File: config.mk
export PLATFORM = sky130hd
export DESIGN_NAME = uart_word_tx
export DESIGN_NICKNAME = d
export VERILOG_FILES = /design/src/rtl/uart_word_tx.sv
export SDC_FILE = /design/constraint.sdc
export NUM_CORES = 1
export LEC_CHECK = 0
export CAP_MARGIN = 30
export CORE_UTILIZATION = 50
export DETAILED_ROUTE_END_ITERATION = 8
export GPL_TIMING_DRIVEN = 1
export PLACE_DENSITY_LB_ADDON = 0.3
export SLEW_MARGIN = 20
export SYNTH_ARGS = -nofsm -noshare
export SYNTH_HDL_FRONTEND = slang
export SYNTH_SLANG_ARGS = --single-unit
File: constraint.sdc
create_clock -name clk -period 3.3 [get_ports clk]
set_input_delay 0.495 -clock clk [delete_from_list [all_inputs] [get_ports clk]]
set_output_delay 0.495 -clock clk [all_outputs]
set_load 0.01 [all_outputs]
File: src/rtl/uart_word_tx.sv
// rtl/uart_word_tx.sv - 32-bit word to 8N1 UART serializer, MSB byte first.
// Optional UART_TX_NEWLINE_EN appends a 0x0A terminator byte to every word.
`timescale 1ns/1ps

module uart_word_tx #(
    parameter int CLK_HZ       = 100000000,
    parameter int BAUD         = 115200,
    parameter int CLKS_PER_BIT = CLK_HZ / BAUD
) (
    input  logic        clk,
    input  logic        rst_n,
    input  logic [31:0] i_word,
    input  logic        i_valid,
    output logic        o_ready,
    output logic        o_tx,
    output logic        o_busy
);

    localparam int CNT_W = (CLKS_PER_BIT > 1) ? $clog2(CLKS_PER_BIT) : 1;
    localparam logic [CNT_W-1:0] CNT_MAX = CNT_W'(CLKS_PER_BIT - 1);
`ifdef UART_TX_NEWLINE_EN
    localparam logic [2:0] LAST_BYTE = 3'd4;
`else
    localparam logic [2:0] LAST_BYTE = 3'd3;
`endif

    typedef enum logic [1:0] {
        IDLE  = 2'd0,
        START = 2'd1,
        DATA  = 2'd2,
        STOP  = 2'd3
    } state_t;

    state_t           state, state_d;
    logic [CNT_W-1:0] cnt_q, cnt_d;
    logic [2:0]       bit_q, bit_d;
    logic [2:0]       byte_q, byte_d;
    logic [31:0]      word_q, word_d;
    logic             tx_q, tx_d;
    logic             armed_q;
    logic [7:0]       cur_byte;
    logic [2:0]       bit_nxt;
    logic             bit_end;

    // armed_q keeps o_ready low throughout reset and rises on the first clean edge
    assign o_ready = (state == IDLE) && armed_q;
    assign o_busy  = ~o_ready;
    assign o_tx    = tx_q;
    assign bit_end = (cnt_q == CNT_MAX);
    assign bit_nxt = bit_q + 3'd1;

    always_comb begin
        cur_byte = 8'h00;
        case (byte_q)
            3'd0:    cur_byte = word_q[31:24];
            3'd1:    cur_byte = word_q[23:16];
            3'd2:    cur_byte = word_q[15:8];
            3'd3:    cur_byte = word_q[7:0];
`ifdef UART_TX_NEWLINE_EN
            3'd4:    cur_byte = 8'h0A;
`endif
            default: cur_byte = 8'h00;
        endcase
    end

    always_ff @(posedge clk or negedge rst_n) begin
        if (!rst_n) begin
            state   <= IDLE;
            cnt_q   <= '0;
            bit_q   <= '0;
            byte_q  <= '0;
            word_q  <= '0;
            tx_q    <= 1'b1;
            armed_q <= 1'b0;
        end else begin
            state   <= state_d;
            cnt_q   <= cnt_d;
            bit_q   <= bit_d;
            byte_q  <= byte_d;
            word_q  <= word_d;
            tx_q    <= tx_d;
            armed_q <= 1'b1;
        end
    end

    // tx_d is the level of the bit that begins on the coming edge, so o_tx is registered
    always_comb begin
        state_d = state;
        cnt_d   = bit_end ? '0 : cnt_q + CNT_W'(1);
        bit_d   = bit_q;
        byte_d  = byte_q;
        word_d  = word_q;
        tx_d    = tx_q;
        case (state)
            IDLE: begin
                cnt_d = '0;
                tx_d  = 1'b1;
                if (i_valid && o_ready) begin
                    word_d  = i_word;
                    byte_d  = '0;
                    bit_d   = '0;
                    tx_d    = 1'b0;
                    state_d = START;
                end
            end
            START: begin
                if (bit_end) begin
                    bit_d   = '0;
                    tx_d    = cur_byte[0];
                    state_d = DATA;
                end
            end
            DATA: begin
                if (bit_end) begin
                    if (bit_q == 3'd7) begin
                        tx_d    = 1'b1;
                        state_d = STOP;
                    end else begin
                        bit_d = bit_nxt;
                        tx_d  = cur_byte[bit_nxt];
                    end
                end
            end
            STOP: begin
                if (bit_end) begin
                    if (byte_q == LAST_BYTE) begin
                        tx_d    = 1'b1;
                        state_d = IDLE;
                    end else begin
                        byte_d  = byte_q + 3'd1;
                        tx_d    = 1'b0;
                        state_d = START;
                    end
                end
            end
            default: state_d = IDLE;
        endcase
    end

endmodule
==> out/metrics.yaml <==
clock_skew_ps: 8.100
synth.yosys.warnings: 0
cts_buffers: 5
hold_viol: 0
grt_pass1_wl_mm: 8.459
worstPathArrival_ps: 1850
power_mw: 1.066
start_util_pct: 53.67
finalWirelength_mm: 5.076
critPathMaxStageDelay_ps: 540
netlist_area_mm2: 0.002619
insertion_delay_ps: 310
synth_common_cells: "51 x dfrtp_1, 34 x mux2_2, 17 x nand2_1"
first_pass_iters: 5
grt_pass1_vias: 1739
synth_top_area_share_pct: 48.73
port_buffers: 37
cp_max_fo: 6
worst-setup-path-type: "register to output port"
cts_resized: 0
yosys-top-cells-area: "dfrtp_1 49%, mux2_2 15%, ha_1 5.7%"
synthToLayoutAreaGrowth_pct: 18.59
path_clk_slew_ps: 90
yosysTopAreaCell: "dfrtp_1"
vias_per_cell: 5.548
min_path_type: "input port to async pin"
synth_seq_area_share_pct: 49.74
core-area_mm2: 0.004880
final_nets: 300
status: "finished clean"
critPathLaunchType: "register"
powerDensity_mw_per_mm2: 343.3
grt_usage_pct: 20.46
setup_violations: 0
die_x_um: 74.37
place_hpwl_mm: 3.792
ir_drop_mv: 0.1733
clockBufferDepth: 2
crit_top_cell: "inv_1"
clock-root-buffer: "clkbuf_8"
drt-initial-drc-count: 129
vias: 1781
drive_gt1_share_pct: 20.47
fin_crit_sh_pct: 70.93
clock.fmax_mhz: 427.2
synthFlopType: "dfrtp_1"
rows: 25
end_kind: "output port"
cts_tree: "yes"
drc: 0
finalCriticalPeriod_ps: 2341
setup_tns_ps: 0
avgSynthCellArea_um2: 12.07
syn_nets: 264
io_pins: 38
synth-seq-cells: 52
worstMarginPinSlew_ps: 556.9
syn_inst: 217
cp_slowest_cell: "clkdlybuf4s50_1"
slew_headroom_pct: 62.87
antenna_cells: 0
drv_cap: 0
ant_nets: 0
rsz0062_at_grt: "no"
routedWlPerCell_um: 15.81
hold_buffers: 0
post-cts-setup-buffers: 0
cts_max_level: 2
cp.required_ps: 2800
synth_edf_count: 0
grt_overflow: 0
grt_start_max_net_pins: 34
maxSlewViolCount: 0
crit_chain: "inv_1 > ha_1 > nand2_1 > inv_1 > clkdlybuf4s50_1"
synth_cell_type_count: 45
place_congestion: 0.7933
synth.most_common_cell: "dfrtp_1"
synthArstFlopShare_pct: 100.0
leakage_nw: 1.454
antenna_found_initial: 0
die_h_um: 74.37
cts.sinks: 52
dieArea_mm2: 0.005531
kinds of logic (layout without fill, tap and decap cells):
group / after synthesis / after routing / share of synthesized area [%]
flip-flops: 52 / 52 / 49.74
XOR/XNOR: 8 / 8 / 2.676
other: 1 / 1 / 0.1432
adder cells (fa/ha/maj): 12 / 12 / 5.733
multiplexers: 43 / 43 / 18.11
AO/OA/AOI/OAI: 31 / 31 / 9.509
AND/OR/NAND/NOR: 49 / 49 / 9.795
buffers and inverters: 21 / 58 / 4.300
report_power, final:
group	internal, mW	total (mW)	leakage (nW)	switching, mW
Clock	0.171	0.376	0.0445	0.206
Combinational	0.0351	0.0522	0.734	0.0171
Sequential	0.637	0.637	0.675	0.000143
flip-flops by register name (all words and copies together) (netlist names):
name,flops
armed_q,1
bit_q,3
byte_q,3
cnt_q,10
o_tx,1
state,2
word_q,32
worst max-delay path: cells and delay by family, from the launching register on:
| kind | cells | cell delay (ps) |
|---|---|---|
| buffers and inverters | 3 | 750 |
| AND/OR/NAND/NOR | 1 | 100 |
| adder cells (fa/ha/maj) | 1 | 300 |
| flip-flops | 1 | 400 |
cells in the final DEF, fill, tap and decap left out, drive strengths merged, types with 5 or more instances in the layout:
master,netlist,routed
inv,11,11
a222oi,7,7
mux2i,8,8
clkdlybuf4s50,0,36
mux2,35,35
nor2,13,13
xnor2,5,5
nand2,17,17
ha,12,12
clkbuf,0,7
nand3,6,6
dfrtp,51,51
path summary, 6_finish.rpt:
path	startpoint	to	slack (ps)	cells past startpoint
setup / recovery	state[1]	o_ready	960	5
hold / removal	rst_n	cnt_q[2]	160	1
setup reg to reg	bit_q[0]	o_tx	1120	7
hold reg to reg	cnt_q[0]	cnt_q[0]	490	1
max in group asynchronous	rst_n	word_q[1]	2370	2
min in group clk	cnt_q[0]	cnt_q[0]	490	1
per-stage QoR:
step           setup WS [ps]  cell area [um^2]  util, %  hold slack, ps  std cells
2_1_floorplan           1462              2619        -           199.4        217
3_5_place_dp            1131              3012    61.72           481.9        313
6_report               959.3              3105    63.64           162.4        321
5_1_grt                829.1              3105    63.64           216.8        321
4_1_cts                939.2              3105    63.64           183.0        321
3_3_place_gp            1219              3012    61.72           475.3        313
layer usage:
metal / wire (um) / GRT usage, % / vias up
met5: 0 / 0 / -
li1: - / - / 849
met1: 2360 / 29.90 / 877
met3: 219 / 2.846 / 7
met4: 82 / 8.176 / 0
met2: 2413 / 30.73 / 48
layout make-up:
class | instances | area [um^2]
multi-input cells | 144 | 1204
clock buffers | 7 | 86.33
flip-flops and latches | 52 | 1303
clock inverters | 1 | 7.507
fillers | 416 | 1774
repair buffers | 39 | 380.4
well taps | 67 | 83.83
inverters | 11 | 41.29
(Power assumes the default switching activity.)
